### src/rtl/fsk_packet_ctrl_if.sv
// Byte delivery channel from the FSK packet sequencer to its consumer.
// Latency: n/a (wires only).
// Backpressure: consumer holds OUT_READY low to stall; OUT_DATA is held while OUT_VALID=1.
//
// Signals:
//   OUT_DATA   8  payload byte, MSB first on air
//   OUT_VALID  1  OUT_DATA holds an unconsumed byte
//   OUT_READY  1  consumer accepts the byte when OUT_VALID & OUT_READY
interface fsk_packet_ctrl_if;
  logic [7:0] OUT_DATA;
  logic       OUT_VALID;
  logic       OUT_READY;

  modport master (output OUT_DATA, output OUT_VALID, input OUT_READY);
  modport slave  (input OUT_DATA, input OUT_VALID, output OUT_READY);
endinterface

### src/rtl/fsk_packet_ctrl.sv
// Packet sequencer for the FSK receive path: sync-word hunt, byte framing, delivery.
// Latency: one CLOCK from the SAMP cycle that completes an event to its visible outputs.
// Backpressure: a byte completing while the previous one is unconsumed aborts the packet.
//
// Ports:
//   CLOCK, RESET        clock, synchronous active-high reset
//   ENABLE              receiver enable; low forces IDLE
//   SAMP, BIT_IN        one-cycle symbol strobe and the symbol decision it qualifies
//   out_if (master)     OUT_DATA / OUT_VALID / OUT_READY byte channel
//   PKT_START/DONE/ABORT one-cycle status pulses
//   STATE               IDLE=0, SEARCH=1, PAYLOAD=2, DONE=3
module fsk_packet_ctrl #(
  parameter int unsigned         SYNC_LEN      = 16,
  parameter logic [SYNC_LEN-1:0] SYNC_WORD     = 16'h2DD4,
  parameter int unsigned         MAX_ERR       = 1,
  parameter int unsigned         PAYLOAD_BYTES = 4
) (
  input  logic               CLOCK,
  input  logic               RESET,
  input  logic               ENABLE,
  input  logic               SAMP,
  input  logic               BIT_IN,
  fsk_packet_ctrl_if.master  out_if,
  output logic               PKT_START,
  output logic               PKT_DONE,
  output logic               PKT_ABORT,
  output logic [1:0]         STATE
);

  localparam int unsigned    FW        = $clog2(SYNC_LEN + 1);
  localparam logic [FW-1:0]  FILL_MAX  = FW'(SYNC_LEN);
  localparam logic [7:0]     LAST_BYTE = 8'(PAYLOAD_BYTES - 1);

  typedef enum logic [1:0] {IDLE = 2'd0, SEARCH = 2'd1, PAYLOAD = 2'd2, DONE = 2'd3} state_t;

  state_t              state, state_nxt;
  logic [SYNC_LEN-1:0] sr, sr_d;
  logic [FW-1:0]       fill, fill_d;
  logic [7:0]          shift_byte, shift_d;
  logic [2:0]          bitcnt, bitcnt_d;
  logic [7:0]          bytecnt, bytecnt_d;
  logic [7:0]          data_d;
  logic                valid_d, start_d, done_d, abort_d;

  function automatic int unsigned popcnt(input logic [SYNC_LEN-1:0] v);
    int unsigned n;
    n = 0;
    for (int unsigned i = 0; i < SYNC_LEN; i++) n = n + 32'(v[i]);
    return n;
  endfunction

  logic [SYNC_LEN-1:0] sr_shift;
  logic [FW-1:0]       fill_inc;
  logic                match, byte_full, last_byte, overflow;
  logic [7:0]          byte_shift;

  assign sr_shift   = {sr[SYNC_LEN-2:0], BIT_IN};
  assign fill_inc   = (fill == FILL_MAX) ? fill : fill + FW'(1);
  assign match      = (fill_inc == FILL_MAX) && (popcnt(sr_shift ^ SYNC_WORD) <= MAX_ERR);
  assign byte_shift = {shift_byte[6:0], BIT_IN};
  assign byte_full  = (bitcnt == 3'd7);
  assign last_byte  = (bytecnt == LAST_BYTE);
  // An accept in the same cycle frees the slot, so only an unaccepted byte overflows.
  assign overflow   = out_if.OUT_VALID && !out_if.OUT_READY;

  assign STATE = state;

  // State register
  always_ff @(posedge CLOCK) begin
    if (RESET) state <= IDLE;
    else       state <= state_nxt;
  end

  // Next-state logic; ENABLE low wins over any SAMP in the same cycle
  always_comb begin
    state_nxt = state;
    if (!ENABLE) begin
      state_nxt = IDLE;
    end else begin
      case (state)
        IDLE:    state_nxt = SEARCH;
        SEARCH:  if (SAMP && match) state_nxt = PAYLOAD;
        PAYLOAD: if (SAMP && byte_full)
                   state_nxt = overflow ? SEARCH : (last_byte ? DONE : PAYLOAD);
        DONE:    if (!out_if.OUT_VALID) state_nxt = SEARCH;
        default: state_nxt = IDLE;
      endcase
    end
  end

  // Output / datapath next values
  always_comb begin
    sr_d      = sr;
    fill_d    = fill;
    shift_d   = shift_byte;
    bitcnt_d  = bitcnt;
    bytecnt_d = bytecnt;
    data_d    = out_if.OUT_DATA;
    valid_d   = out_if.OUT_VALID && !out_if.OUT_READY;
    start_d   = 1'b0;
    done_d    = 1'b0;
    abort_d   = 1'b0;
    if (!ENABLE) begin
      valid_d = 1'b0;
      abort_d = (state == PAYLOAD);
    end else begin
      case (state)
        IDLE: begin
          sr_d   = '0;
          fill_d = '0;
        end
        SEARCH: if (SAMP) begin
          sr_d   = sr_shift;
          fill_d = fill_inc;
          if (match) begin
            start_d   = 1'b1;
            bitcnt_d  = 3'd0;
            bytecnt_d = 8'd0;
          end
        end
        PAYLOAD: if (SAMP) begin
          if (!byte_full) begin
            shift_d  = byte_shift;
            bitcnt_d = bitcnt + 3'd1;
          end else if (overflow) begin
            // Drop the new byte and the held one; resume hunting from scratch.
            abort_d  = 1'b1;
            valid_d  = 1'b0;
            sr_d     = '0;
            fill_d   = '0;
            bitcnt_d = 3'd0;
          end else begin
            data_d    = byte_shift;
            valid_d   = 1'b1;
            bytecnt_d = bytecnt + 8'd1;
            bitcnt_d  = 3'd0;
            done_d    = last_byte;
          end
        end
        DONE: if (!out_if.OUT_VALID) begin
          sr_d   = '0;
          fill_d = '0;
        end
        default: ;
      endcase
    end
  end

  // Datapath and output registers
  always_ff @(posedge CLOCK) begin
    if (RESET) begin
      sr               <= '0;
      fill             <= '0;
      shift_byte       <= '0;
      bitcnt           <= '0;
      bytecnt          <= '0;
      out_if.OUT_DATA  <= '0;
      out_if.OUT_VALID <= 1'b0;
      PKT_START        <= 1'b0;
      PKT_DONE         <= 1'b0;
      PKT_ABORT        <= 1'b0;
    end else begin
      sr               <= sr_d;
      fill             <= fill_d;
      shift_byte       <= shift_d;
      bitcnt           <= bitcnt_d;
      bytecnt          <= bytecnt_d;
      out_if.OUT_DATA  <= data_d;
      out_if.OUT_VALID <= valid_d;
      PKT_START        <= start_d;
      PKT_DONE         <= done_d;
      PKT_ABORT        <= abort_d;
    end
  end

endmodule
### src/flat_wrapper.sv
// flat-port wrapper written by rule: the top's interface ports become plain ports
module fsk_packet_ctrl_flat 
#(
  parameter int unsigned         SYNC_LEN      = 16,
  parameter logic [SYNC_LEN-1:0] SYNC_WORD     = 16'h2DD4,
  parameter int unsigned         MAX_ERR       = 1,
  parameter int unsigned         PAYLOAD_BYTES = 4
)
  (CLOCK, RESET, ENABLE, SAMP, BIT_IN, PKT_START, PKT_DONE, PKT_ABORT, STATE, out_if_OUT_DATA, out_if_OUT_VALID, out_if_OUT_READY);
  fsk_packet_ctrl_if out_if_i ();
  input  logic CLOCK;
  input  logic RESET;
  input  logic ENABLE;
  input  logic SAMP;
  input  logic BIT_IN;
  output logic PKT_START;
  output logic PKT_DONE;
  output logic PKT_ABORT;
  output logic [1:0] STATE;
  output wire logic [$bits(out_if_i.OUT_DATA)-1:0] out_if_OUT_DATA;
  output wire logic [$bits(out_if_i.OUT_VALID)-1:0] out_if_OUT_VALID;
  input wire logic [$bits(out_if_i.OUT_READY)-1:0] out_if_OUT_READY;
  assign out_if_OUT_DATA = out_if_i.OUT_DATA;
  assign out_if_OUT_VALID = out_if_i.OUT_VALID;
  assign out_if_i.OUT_READY = out_if_OUT_READY;
  fsk_packet_ctrl #(.SYNC_LEN(SYNC_LEN), .SYNC_WORD(SYNC_WORD), .MAX_ERR(MAX_ERR), .PAYLOAD_BYTES(PAYLOAD_BYTES)) u_core (.CLOCK(CLOCK), .RESET(RESET), .ENABLE(ENABLE), .SAMP(SAMP), .BIT_IN(BIT_IN), .out_if(out_if_i), .PKT_START(PKT_START), .PKT_DONE(PKT_DONE), .PKT_ABORT(PKT_ABORT), .STATE(STATE));
endmodule
### config.mk
export PLATFORM = sky130hd
export DESIGN_NAME = fsk_packet_ctrl_flat
export DESIGN_NICKNAME = d
export VERILOG_FILES = /design/src/rtl/fsk_packet_ctrl_if.sv /design/src/rtl/fsk_packet_ctrl.sv /design/src/flat_wrapper.sv
export SDC_FILE = /design/constraint.sdc
export NUM_CORES = 1
export LEC_CHECK = 0
export CAP_MARGIN = 20
export CORE_MARGIN = 3
export CORE_UTILIZATION = 60
export CTS_CLUSTER_SIZE = 10
export DETAILED_ROUTE_END_ITERATION = 8
export DONT_BUFFER_PORTS = 1
export PLACE_DENSITY = 0.76
export SYNTH_ARGS = -nofsm -noshare
export SYNTH_HDL_FRONTEND = slang
export SYNTH_SLANG_ARGS = --single-unit
### constraint.sdc
create_clock -name CLOCK -period 8.7 [get_ports CLOCK]
set_input_delay 0.87 -clock CLOCK [delete_from_list [all_inputs] [get_ports CLOCK]]
set_output_delay 0.87 -clock CLOCK [all_outputs]
set_load 0.02 [all_outputs]
==> run metrics <==
status=finished, final reports clean; via count=2356; GPL Wtd Cong=0.853; post-synthesis cell area=2920 sq um; fin crit period=5.81 ns; Mapped Cells=342; Post-synth EDFFs=0; share of cells above drive strength 1=5.09%; Initial Util=64.5%; Synth-to-Final Area Change=4.49%; nets=363; Least-Margin Pin Slew=1.01 ns; die extent in x=75.8 um; final worst-path cycle share=66.8%; Clk pwr share=38.0%; most frequent cell after synthesis=dfxtp_1; Placed Instance Area=2940 sq um; Top FF cell, synth=dfxtp_1; detailed-route DRC error count=0; Int Power=333 uW; clock sinks=52; PwrDens=144 nW/um^2; first-pass detailed-route iteration total=4; die height=75.8 um; post-synth cell types=51; cts repair resizes=0; I/O pin total=20; cell accounting for the most synthesized area=dfxtp_1; # rows=24; TritonCTS clock tree=done; skew final=0.00337 ns; Iter 0 DRT Violations=176; synthesized flop and latch total=52; Crit Path Max Fanout=16; clk buf depth=2; Synth area leaders=dfxtp_1 (36%), fa_1 (6.8%), ha_1 (6.0%); first-pass GRT wire length=9920 um; number of synthesis warnings=0; Max-Cap Viols=0; final hold vios=0; Clk Tree Root Cell=clkbuf_8; CTS hold repair buffers=0; Logic pwr share=7.2%; largest net degree at the start of global routing=43; WP data arrival=6.06 ns; WP data required=8.95 ns; H-tree depth=2; LEAKAGE=1.04 nW; WL final=5850 um; Core Region=4530 sq um; Syn Nets=372; Psw=106 uW; Antenna Nets Post-Route=0; Final setup viols=0; WL/cell=14.7 um; Hold WC Path Type=register to register; Sequential Power Share=54.8%; critical path type=input port to register; ant diodes=0; Total Neg Setup Slack=0 ns; vias per cell=5.90; sequential-to-total area share from yosys stat=35.6%; Num CTS Buffers=5; worst rel slew slack=32.2%; Skew-Pair Late Insertion Delay=0.31 ns; Total Routing Usage GR=22.2%; area of the die=5740 sq um; initial antenna violation count=0; final instance area=3050 sq um; Critical Path Source Type=input port; Commonest cells post-synth=dfxtp_1 (52), nand2_1 (40), nand3_1 (33), a21oi_1 (29), inv_1 (27); achievable frequency=172 MHz; crit end category=register; sw frac=24.1%; worst vdd ir=120 uV; fin. max-slew vios=0; RSZ-0062 raised after global routing=false; total gr overflow=0; filler instances=394; Async SR Flop Fraction=0%; syn avg cell area=8.55 sq um; Post-CTS Setup Bufs=0; DP Wirelength=4060 um; number of global-route vias before repair=2217; clock-pin slew on the worst setup and hold paths=0.09 ns; top cell type's share of synthesized area=35.6%; PortBufs=0
-- stage by stage --
| stage | total power [mW] | utilization [%] | hold slack, ns | std cells | worst slack (ns) |
|---|---|---|---|---|---|
| after floorplan | 0.274 | - | 0.432 | 342 | 2.98 |
| after global placement | 0.277 | 64.9 | 0.442 | 391 | 2.71 |
| after detailed placement | 0.277 | 64.9 | 0.450 | 391 | 2.57 |
| after CTS | 0.441 | 67.4 | 0.464 | 399 | 2.90 |
| after global routing | 0.455 | 67.4 | 0.484 | 399 | 2.64 |
| final | 0.439 | 67.4 | 0.462 | 399 | 2.89 |
-- final timing paths --
path	start	to	slack, ns	cells after the start
setup / recovery	BIT_IN	u_core.bytecnt[6]$_SDFFE_PP0P_	2.89	14
hold / removal	u_core.shift_byte[6]$_SDFFE_PP0P_	u_core.shift_byte[6]$_SDFFE_PP0P_	0.46	2
setup reg to reg	u_core.sr[0]$_SDFFE_PP0P_	u_core.bytecnt[6]$_SDFFE_PP0P_	3.11	14
hold reg to reg	u_core.shift_byte[6]$_SDFFE_PP0P_	u_core.shift_byte[6]$_SDFFE_PP0P_	0.46	2
-- area by class of cell --
class / count / area (sq um) / share of cell area, %
multi-input cells: 246 / 1720 / 56.2
well taps: 65 / 81.3 / 2.66
clock buffers: 5 / 68.8 / 2.25
clock inverters: 3 / 42.5 / 1.39
flip-flops and latches: 52 / 1040 / 34.1
inverters: 28 / 105 / 3.44
-- kinds of logic after synthesis --
logic type | count (synthesis) | synth area share, %
mux | 18 | 6.21
compound gates | 65 | 15.1
fa+ha+maj | 24 | 12.8
flops | 52 | 35.6
xor+xnor | 1 | 0.300
buf+inv | 44 | 5.69
simple gates | 138 | 24.2
-- power by group through the flow --
stage	Combinational, mW	Clock (mW)	Sequential [mW]
floorplan	0.0279	0	0.246
global placement	0.0308	0	0.246
detailed placement	0.0312	0	0.246
CTS	0.0315	0.169	0.240
global route	0.0355	0.179	0.241
finish	0.0316	0.167	0.240
-- cells in the final DEF (no fill, tap or decap), types with 2 or more instances in the layout --
cell type / n
fa_1: 10
and2_1: 3
o32ai_1: 2
nor4_1: 3
mux2i_1: 17
ha_1: 14
and4_1: 2
nand2b_1: 3
dfxtp_1: 52
nor4b_1: 2
o31ai_1: 2
nand2_1: 40
nor3_1: 4
nand4_1: 3
inv_1: 27
o211ai_1: 6
o21ai_1: 3
nor2_1: 22
or4_1: 4
o41ai_1: 2
a21oi_1: 29
and3_1: 2
clkbuf_8: 5
o21ai_0: 11
nor2b_1: 6
nand3_1: 33
o311ai_1: 2
-- metal layers --
metal | up-vias | share of wire (%) | GRT usage (%)
met4 | 0 | 1.3 | 6.80
met5 | - | 0 | 0
met2 | 46 | 47 | 35.8
li1 | 1172 | - | -
met3 | 8 | 4.4 | 4.88
met1 | 1130 | 47 | 29.6
-- flip-flops by register name (all words and copies together), names as in the netlist --
register                 flops
u_core.PKT_ABORT             1
u_core.PKT_DONE              1
u_core.PKT_START             1
u_core.STATE                 2
u_core.bitcnt                3
u_core.bytecnt               8
u_core.fill                  5
u_core.out_if.OUT_DATA       8
u_core.out_if.OUT_VALID      1
u_core.shift_byte            7
u_core.sr                   15
-- worst max-delay path, cell delays in order --
cell and delay (ns):
ha_1 0.28, fa_1 0.48, inv_1 0.05, fa_1 0.48
fa_1 0.53, inv_1 0.05, fa_1 0.45, fa_1 0.41
fa_1 0.44, or4_4 0.43, a2111oi_4 0.43, nand3_2 0.36
o41ai_1 0.56, mux2i_1 0.23
(Power assumes the default switching activity.)
